$ cat src/rtl/axi_mult_pkg.sv
// Shared constants, FSM state types and the reset value of the times table
// used by the AXI-Lite multiplication-table slave.
package axi_mult_pkg;

    localparam logic [1:0] RESP_OKAY   = 2'b00;
    localparam logic [1:0] RESP_SLVERR = 2'b10;
    localparam int         TABLE_DEPTH = 64;

    typedef enum logic {
        R_IDLE,
        R_DATA
    } rd_state_t;

    typedef enum logic [1:0] {
        W_IDLE,
        W_HAVE_ADDR,
        W_HAVE_DATA,
        W_RESP
    } wr_state_t;

    // Entry index is {a, b}; the reset contents are simply a*b.
    function automatic logic [5:0] product_of(input logic [5:0] idx);
        logic [5:0] a;
        logic [5:0] b;
        a = {3'b000, idx[5:3]};
        b = {3'b000, idx[2:0]};
        return a * b;
    endfunction

endpackage

$ cat src/rtl/mult_table.sv
// 64 x 6 times table: reset-initialised storage with one synchronous write
// port and one combinational read port (reads see the pre-write value).
module mult_table
    import axi_mult_pkg::*;
(
    input  logic       clk,
    input  logic       rst,
    input  logic       we,
    input  logic [5:0] waddr,
    input  logic [5:0] wdata,
    input  logic [5:0] raddr,
    output logic [5:0] rdata
);

    logic [5:0] mem [TABLE_DEPTH];

    // NOTE: the storage is deliberately reset because reset must restore every
    // entry to a*b; this forces flops rather than a RAM macro, which is fine at 64x6.
    always_ff @(posedge clk or posedge rst) begin
        if (rst) begin
            for (int i = 0; i < TABLE_DEPTH; i++) begin
                // NOTE: non-blocking assignment keeps every flop sampling
                // pre-edge values, so a same-edge read sees the old entry.
                mem[i] <= product_of(6'(i));
            end
        end else if (we) begin
            mem[waddr] <= wdata;
        end
    end

    assign rdata = mem[raddr];

endmodule

$ cat src/rtl/axi_lite_mult_slave.sv
// AXI4-Lite slave exposing a writable 8x8 times table at addr[7:2];
// independent read and write channel FSMs, one outstanding transaction each.
module axi_lite_mult_slave
    import axi_mult_pkg::*;
#(
    parameter int ADDR_W = 32,
    parameter int DATA_W = 32
) (
    input  logic                clk,
    input  logic                rst,
    input  logic [ADDR_W-1:0]   s_axi_awaddr,
    input  logic                s_axi_awvalid,
    output logic                s_axi_awready,
    input  logic [DATA_W-1:0]   s_axi_wdata,
    input  logic [DATA_W/8-1:0] s_axi_wstrb,
    input  logic                s_axi_wvalid,
    output logic                s_axi_wready,
    output logic [1:0]          s_axi_bresp,
    output logic                s_axi_bvalid,
    input  logic                s_axi_bready,
    input  logic [ADDR_W-1:0]   s_axi_araddr,
    input  logic                s_axi_arvalid,
    output logic                s_axi_arready,
    output logic [DATA_W-1:0]   s_axi_rdata,
    output logic [1:0]          s_axi_rresp,
    output logic                s_axi_rvalid,
    input  logic                s_axi_rready
);

    rd_state_t  r_state;
    wr_state_t  w_state;

    logic [5:0] aw_idx_q;
    logic       aw_oor_q;
    logic [5:0] wdata_q;
    logic       wstrb0_q;

    logic       ar_hs, aw_hs, w_hs;
    logic       ar_oor;
    logic       commit;
    logic [5:0] c_idx;
    logic       c_oor;
    logic [5:0] c_data;
    logic       c_strb0;
    logic       tbl_we;
    logic [5:0] tbl_rdata;
    logic       unused_bits;

    // Readies decode the state directly so they drop during reset and rise
    // in the very first cycle after it.
    assign s_axi_arready = (r_state == R_IDLE) & ~rst;
    assign s_axi_awready = ((w_state == W_IDLE) | (w_state == W_HAVE_DATA)) & ~rst;
    assign s_axi_wready  = ((w_state == W_IDLE) | (w_state == W_HAVE_ADDR)) & ~rst;

    assign ar_hs  = s_axi_arvalid & s_axi_arready;
    assign aw_hs  = s_axi_awvalid & s_axi_awready;
    assign w_hs   = s_axi_wvalid & s_axi_wready;
    assign ar_oor = |s_axi_araddr[ADDR_W-1:8];

    // Commit on the edge that completes the address/data pair, taking each
    // half from its holding register or straight from the bus.
    always_comb begin
        // NOTE: every output gets a default first so no path infers a latch.
        commit  = 1'b0;
        c_idx   = s_axi_awaddr[7:2];
        c_oor   = |s_axi_awaddr[ADDR_W-1:8];
        c_data  = s_axi_wdata[5:0];
        c_strb0 = s_axi_wstrb[0];
        case (w_state)
            W_IDLE:      commit = aw_hs & w_hs;
            W_HAVE_ADDR: begin
                commit = w_hs;
                c_idx  = aw_idx_q;
                c_oor  = aw_oor_q;
            end
            W_HAVE_DATA: begin
                commit  = aw_hs;
                c_data  = wdata_q;
                c_strb0 = wstrb0_q;
            end
            default:     commit = 1'b0;
        endcase
    end

    assign tbl_we = commit & c_strb0 & ~c_oor;

    mult_table u_table (
        .clk   (clk),
        .rst   (rst),
        .we    (tbl_we),
        .waddr (c_idx),
        .wdata (c_data),
        .raddr (s_axi_araddr[7:2]),
        .rdata (tbl_rdata)
    );

    always_ff @(posedge clk or posedge rst) begin
        if (rst) begin
            r_state      <= R_IDLE;
            s_axi_rvalid <= 1'b0;
            s_axi_rdata  <= '0;
            s_axi_rresp  <= RESP_OKAY;
        end else begin
            case (r_state)
                R_IDLE: if (ar_hs) begin
                    r_state      <= R_DATA;
                    s_axi_rvalid <= 1'b1;
                    s_axi_rdata  <= ar_oor ? '0 : {{(DATA_W-6){1'b0}}, tbl_rdata};
                    s_axi_rresp  <= ar_oor ? RESP_SLVERR : RESP_OKAY;
                end
                R_DATA: if (s_axi_rready) begin
                    r_state      <= R_IDLE;
                    s_axi_rvalid <= 1'b0;
                end
                default: r_state <= R_IDLE;
            endcase
        end
    end

    always_ff @(posedge clk or posedge rst) begin
        if (rst) begin
            w_state      <= W_IDLE;
            s_axi_bvalid <= 1'b0;
            s_axi_bresp  <= RESP_OKAY;
            aw_idx_q     <= '0;
            aw_oor_q     <= 1'b0;
            wdata_q      <= '0;
            wstrb0_q     <= 1'b0;
        end else begin
            case (w_state)
                W_IDLE: begin
                    if (commit) begin
                        w_state <= W_RESP;
                    end else if (aw_hs) begin
                        w_state  <= W_HAVE_ADDR;
                        aw_idx_q <= s_axi_awaddr[7:2];
                        aw_oor_q <= |s_axi_awaddr[ADDR_W-1:8];
                    end else if (w_hs) begin
                        w_state  <= W_HAVE_DATA;
                        wdata_q  <= s_axi_wdata[5:0];
                        wstrb0_q <= s_axi_wstrb[0];
                    end
                end
                W_HAVE_ADDR: if (commit) w_state <= W_RESP;
                W_HAVE_DATA: if (commit) w_state <= W_RESP;
                W_RESP: if (s_axi_bready) begin
                    w_state      <= W_IDLE;
                    s_axi_bvalid <= 1'b0;
                end
                default: w_state <= W_IDLE;
            endcase
            if (commit) begin
                s_axi_bvalid <= 1'b1;
                s_axi_bresp  <= c_oor ? RESP_SLVERR : RESP_OKAY;
            end
        end
    end

    // Byte-offset bits, upper data bits and upper strobes carry no meaning here.
    assign unused_bits = ^{s_axi_awaddr[1:0], s_axi_araddr[1:0],
                           s_axi_wdata[DATA_W-1:6], s_axi_wstrb[DATA_W/8-1:1]};

endmodule

$ cat config.mk
export PLATFORM = sky130hd
export DESIGN_NAME = axi_lite_mult_slave
export DESIGN_NICKNAME = d
export VERILOG_FILES = /design/src/rtl/axi_mult_pkg.sv /design/src/rtl/mult_table.sv /design/src/rtl/axi_lite_mult_slave.sv
export SDC_FILE = /design/constraint.sdc
export NUM_CORES = 1
export LEC_CHECK = 0
export ABC_AREA = 1
export CORE_ASPECT_RATIO = 1.4
export CORE_MARGIN = 2
export CORE_UTILIZATION = 45
export CTS_CLUSTER_DIAMETER = 200
export DETAILED_ROUTE_END_ITERATION = 16
export HOLD_SLACK_MARGIN = 0.08
export SYNTH_ARGS = -nofsm -noshare
export SYNTH_HDL_FRONTEND = slang
export SYNTH_HIERARCHICAL = 1
export SYNTH_SLANG_ARGS = --single-unit
$ cat constraint.sdc
create_clock -name clk -period 38.4 [get_ports clk]
set_input_delay 9.6 -clock clk [delete_from_list [all_inputs] [get_ports clk]]
set_output_delay 9.6 -clock clk [all_outputs]
set_load 0.05 [all_outputs]
==> run_results.csv, run 1 <==
group,metric,value,unit
timing,fin_tns_setup,0,ns
cts,numCtsBuffers,42,
floorplanning,top_level_ports,148,
setup_path,cp_max_fo,5,
cts,cts_setup_buffers,0,
timing,final_max_slew_viol_count,0,
detailed_routing,vias,16400,
floorplanning,rows,90,
cts,root_buffer,"clkbuf_16",
timing,rsz0062_at_grt,"false",
logic_synthesis,ys_warn_count,6,
timing,fmax,47.8,MHz
detailed_routing,vias_per_cell,5.35,
setup_path,r2r_cells,14,
global_routing,grt_use_total,23.8,%
placed_design,place.gp.congestion,0.816,
floorplanning,die_area,0.0454,mm²
worst_hold_path,hp-class,"reg2reg",
logic_synthesis,synth_ff_type,"dfrtp_1",
placed_design,dp_cells,2978,
logic_synthesis,yosysTopAreaCellShare,38.2,%
detailed_routing,avgRoutedWirePerCell,17.6,µm
power,p_leak,9.39,nW
cts,postCtsHoldBufs,0,
timing,relSlewSlack,21.8,%
logic_synthesis,synthCells,2507,
power,power,1.09,mW
cts,postCtsResizedCells,0,
layout,areaGrowthSynthToFinish,11.6,%
logic_synthesis,async_flop_share,100,%
timing,period_share,54.5,%
floorplanning,start_util,45.6,%
placed_design,post-dp-hpwl,31800,µm
cts,insertion_delay,0.54,ns
logic_synthesis,synth.most_common_cell,"nand2_1",
global_routing,grt_pass1_wl,86400,µm
timing,setup_viol,0,
outcome,outcome,"completed",
logic_synthesis,yosys-top-cells-area,"dfrtp_1 38%, nand2_1 18%, dfstp_2 15%",
power,p_per_area,49.8,mW/mm²
global_routing,grt_overflow,0,
logic_synthesis,yosysTopAreaCell,"dfrtp_1",
cts,cts_max_level,2,
timing,hold_ws,0.473,ns
detailed_routing,drc,0,
timing,hold_viol,0,
logic_synthesis,ys_seq_area_share,53.0,%
worst_hold_path,min_path_cells,2,
setup_path,criticalPathCategory,"in2out",
logic_synthesis,syn_area_per_cell,7.85,µm²
timing,worst_pin_slew,1.17,ns
global_routing,antenna_found_initial,1,
floorplanning,die_w,181,µm
cts,cts_buffer_depth,3,
placed_design,port_buffers,86,
logic_synthesis,synth-seq-cells,411,
logic_synthesis,syn_area,0.0197,mm²
power,vdd.ir_drop.worst,0.0488,mV
setup_path,cp-end-kind,"output port",
cts,clk_pin_slew,0.06,ns
cts,cts_tree,"done",
layout,final_cells,3056,
global_routing,grt_start_max_net_pins,186,
detailed_routing,ant_nets,0,
cts,numClockSinks,411,
layout,num_antenna_cells,0,
detailed_routing,drt_wl_total,53800,µm
timing,period_needed,20.91,ns
logic_synthesis,yosys-top-cells-count,"937 x nand2_1, 334 x nand3_1, 300 x dfrtp_1",
timing,finClkSkew,0.00902,ns
logic_synthesis,synth-edff-count,0,
global_routing,first_global_vias,15500,
layout,drive_gt1_share,9.94,%
layout,layout.nets,2581,
floorplanning,die_h,251,µm
detailed_routing,firstDrtPassIters,5,
setup_path,required,28.80,ns
setup_path,cp-start-kind,"input pin",
floorplanning,core_area,0.0431,mm²
run,max_cap_violations,0,
detailed_routing,drt_iter0_drc,1344,
setup_path,arrival,11.31,ns
logic_synthesis,ys_types,32,
[cell usage in the layout, fill, tap and decap left out, drive strengths merged]
master,n
a21oi,66
buf,24
bufinv,1
clkbuf,69
clkdlybuf4s50,83
clkinv,5
clkinvlp,2
conb,28
dfrtp,300
dfstp,111
ha,4
inv,52
nand2,940
nand3,336
nand3b,1
nand4,4
nor2,98
nor3,17
nor4,10
o21ai,352
or2,1
[through the flow]
step	cell area (µm²)	setup WS, ns	util [%]
3_5_place_dp	20500	17.47	47.6
6_report	22000	17.49	50.9
4_1_cts	22000	17.47	50.9
5_1_grt	22000	17.39	50.9
3_3_place_gp	20500	17.50	47.6
2_1_floorplan	19800	18.31	-
[sequential cells by signal, indices dropped and copies added, names as in the netlist]
register / count
u_table/mem: 384
aw_idx_q: 6
s_axi_rdata: 6
wdata_q: 6
w_state: 2
aw_oor_q: 1
r_state: 1
s_axi_bresp: 1
s_axi_bvalid: 1
s_axi_rresp: 1
s_axi_rvalid: 1
wstrb0_q: 1
[worst max-delay path, cell delays in order]
cell and delay, ns:
clkdlybuf4s50_1 0.60, nor2_1 0.27, clkdlybuf4s50_1 0.84
[kinds of logic (layout without fill, tap and decap cells)]
| logic type | count (synthesis) | count (layout) | synth area share [%] |
|---|---|---|---|
| AOI/OAI and AO/OA | 418 | 418 | 10.7 |
| adders and majority gates | 4 | 4 | 0.254 |
| buffers and inverters | 266 | 236 | 5.89 |
| DFF | 411 | 411 | 53.0 |
| other | 1 | 28 | 0.0191 |
| and+or+nand+nor | 1407 | 1407 | 30.2 |
[metal layers]
| layer | track usage (%) | part of all wire [%] |
|---|---|---|
| met5 | 0 | 0.017 |
| met4 | 8.09 | 3.2 |
| met3 | 3.41 | 5.3 |
| met2 | 40.4 | 49 |
| met1 | 31.3 | 43 |
[final timing paths]
path	start	endpoint	slack [ns]
hold / removal	u_table/mem[51]	u_table/mem[51]	0.47
setup reg to reg	w_state[1]	u_table/mem[0]	33.86
min in group asynchronous	rst	wdata_q[0]	9.72
max in group asynchronous	rst	u_table/mem[19]	26.44
setup / recovery	rst	s_axi_arready	17.49
hold reg to reg	u_table/mem[51]	u_table/mem[51]	0.47
[layout make-up]
class / instances / area (µm²)
timing repair buffer: 107 / 1020
clock inverter: 9 / 78.8
clock buffer: 69 / 1350
multi-input combinational: 1857 / 8200
tap: 552 / 691
sequential: 411 / 10400
fill: 4174 / 21200
inverter: 51 / 204
[where the power goes]
part           internal, mW  leakage [nW]  switching, mW
combinational        0.0464          3.39          0.171
clock                 0.247         0.700          0.169
sequential            0.452          5.30        0.00901
total                 0.745          9.39          0.350
No activity file was read; power rests on OpenSTA's default activity.
==> run 2, diff against run 1 <==
--- a/config.mk
+++ b/config.mk
@@ -12,6 +12,7 @@
 export CTS_CLUSTER_DIAMETER = 200
 export DETAILED_ROUTE_END_ITERATION = 16
 export HOLD_SLACK_MARGIN = 0.08
+export PLACE_DENSITY = 0.66
 export SYNTH_ARGS = -nofsm -noshare
 export SYNTH_HDL_FRONTEND = slang
 export SYNTH_HIERARCHICAL = 1
==> constraint.sdc (replaced) <==
create_clock -name clk -period 18.44 [get_ports clk]
set_input_delay 4.61 -clock clk [delete_from_list [all_inputs] [get_ports clk]]
set_output_delay 4.61 -clock clk [all_outputs]
set_load 0.05 [all_outputs]
==> run_results.csv, run 2 (synthesis gave the netlist of run 1 again) <==
group,metric,value,unit
timing,fin_ws,7.52,ns
setup_path,cp_max_fo,5,
run,max_cap_violations,0,
power,p_leak,9.36,nW
setup_path,crit_chain,"clkdlybuf4s50_1 -> nor2_1 -> clkdlybuf4s50_1",
layout,drive_gt1_share,9.87,%
cts,cts_setup_buffers,0,
outcome,outcome,"completed",
timing,hold_viol,0,
setup_path,critPathMaxStageDelay,0.84,ns
global_routing,grt_use_total,23.2,%
layout,largest_register,"u_table/mem",
placed_design,preCtsSetupSlack,7.51,ns
global_routing,grt_pass1_wl,85400,µm
cts,postCtsHoldBufs,0,
timing,final_max_slew_viol_count,0,
detailed_routing,vias_per_cell,5.45,
layout,num_antenna_cells,0,
layout,areaGrowthSynthToFinish,11.2,%
setup_path,slowest_stage,"clkdlybuf4s50_1",
setup_path,criticalPathCategory,"in2out",
placed_design,place.gp.congestion,0.874,
setup_path,path_common_cell,"clkdlybuf4s50_1",
layout,final_cells,3054,
layout,layout.nets,2581,
layout,final_cell_mix,"937 x nand2_1, 334 x nand3_1, 300 x dfrtp_1",
power,vdd.ir_drop.worst,0.102,mV
timing,relSlewSlack,25.7,%
global_routing,antenna_found_initial,1,
timing,period_needed,10.92,ns
timing,period_share,59.2,%
setup_path,cp-start-kind,"input pin",
detailed_routing,vias,16700,
timing,finClkSkew,0.0228,ns
global_routing,grt_use_met3,2.79,%
setup_path,r2r-start,"w_state[1]",
timing,fmax,91.6,MHz
detailed_routing,drt_wl_total,52300,µm
timing,rsz0062_at_grt,"false",
cts,numClockSinks,411,
setup_path,required,13.83,ns
layout,largest_reg_flops,384,
layout,final_common_cell,"nand2_1",
cts,cts_buffer_depth,3,
floorplanning,core_area,0.0431,mm²
floorplanning,rows,90,
placed_design,dp_cells,2980,
cts,postCtsResizedCells,0,
timing,hold_ws,0.476,ns
detailed_routing,drc,0,
timing,worst_pin_slew,1.12,ns
placed_design,post-dp-hpwl,31800,µm
global_routing,grt_util_met1,30.4,%
detailed_routing,drt_iter0_drc,1264,
layout,postLayoutCellArea,0.0219,mm²
global_routing,grt_overflow,0,
detailed_routing,ant_nets,0,
cts,clk_pin_slew,0.06,ns
power,p_per_area,102,mW/mm²
worst_hold_path,hp-start,"u_table/mem[134]",
setup_path,crit_start,"rst",
setup_path,cp-end-kind,"output port",
floorplanning,die_area,0.0454,mm²
layout,final_core_util,50.8,%
power,power,2.24,mW
timing,setup_viol,0,
global_routing,first_global_vias,15800,
global_routing,grt_util_met2,39.9,%
detailed_routing,firstDrtPassIters,7,
floorplanning,start_util,45.6,%
cts,insertion_delay,0.56,ns
cts,cts_tree,"done",
worst_hold_path,hp-class,"reg2reg",
timing,fin_tns_setup,0,ns
detailed_routing,avgRoutedWirePerCell,17.1,µm
placed_design,port_buffers,86,
floorplanning,top_level_ports,148,
floorplanning,die_h,251,µm
setup_path,arrival,6.31,ns
cts,cts_max_level,2,
cts,root_buffer,"clkbuf_16",
cts,numCtsBuffers,40,
global_routing,grt_start_max_net_pins,187,
floorplanning,die_w,181,µm
global_routing,busiest_layer,"met2",
placed_design,place_area,0.0206,mm²
## run 2: final timing paths
path / to / slack, ns / cells past startpoint
min in group asynchronous: wdata_q[4] / 4.72 / 3
min: u_table/mem[134] / 0.48 / 2
max: s_axi_arready / 7.52 / 3
max reg2reg: u_table/mem[293] / 14.14 / 15
max in group asynchronous: u_table/mem[292] / 12.07 / 3
min reg2reg: u_table/mem[134] / 0.48 / 2
## run 2: per-layer routing
layer	vias up	share of wire (%)
met4	2	3.0
met2	547	49
met5	-	0.025
li1	8038	-
met3	84	5.1
met1	7988	43
## run 2: critical path: cells and delay by family
| kind | cells | cell delay, ns |
|---|---|---|
| simple gates | 1 | 0.26 |
| buf+inv | 2 | 1.44 |
## run 2: layout make-up
cell class              count  area [µm²]
clock inverters            11         116
multi-input cells        1857        8200
flip-flops and latches    411       10400
clock buffers              63        1220
fillers                  4072       21200
well taps                 552         691
inverters                  51         204
repair buffers            109        1040
## run 2: report_power, final
group	total, mW	switching [mW]	internal, mW	leakage, nW
clock network	0.833	0.349	0.484	0.662
registers	0.960	0.0191	0.941	5.30
logic	0.447	0.350	0.0976	3.40
total	2.24	0.718	1.52	9.36
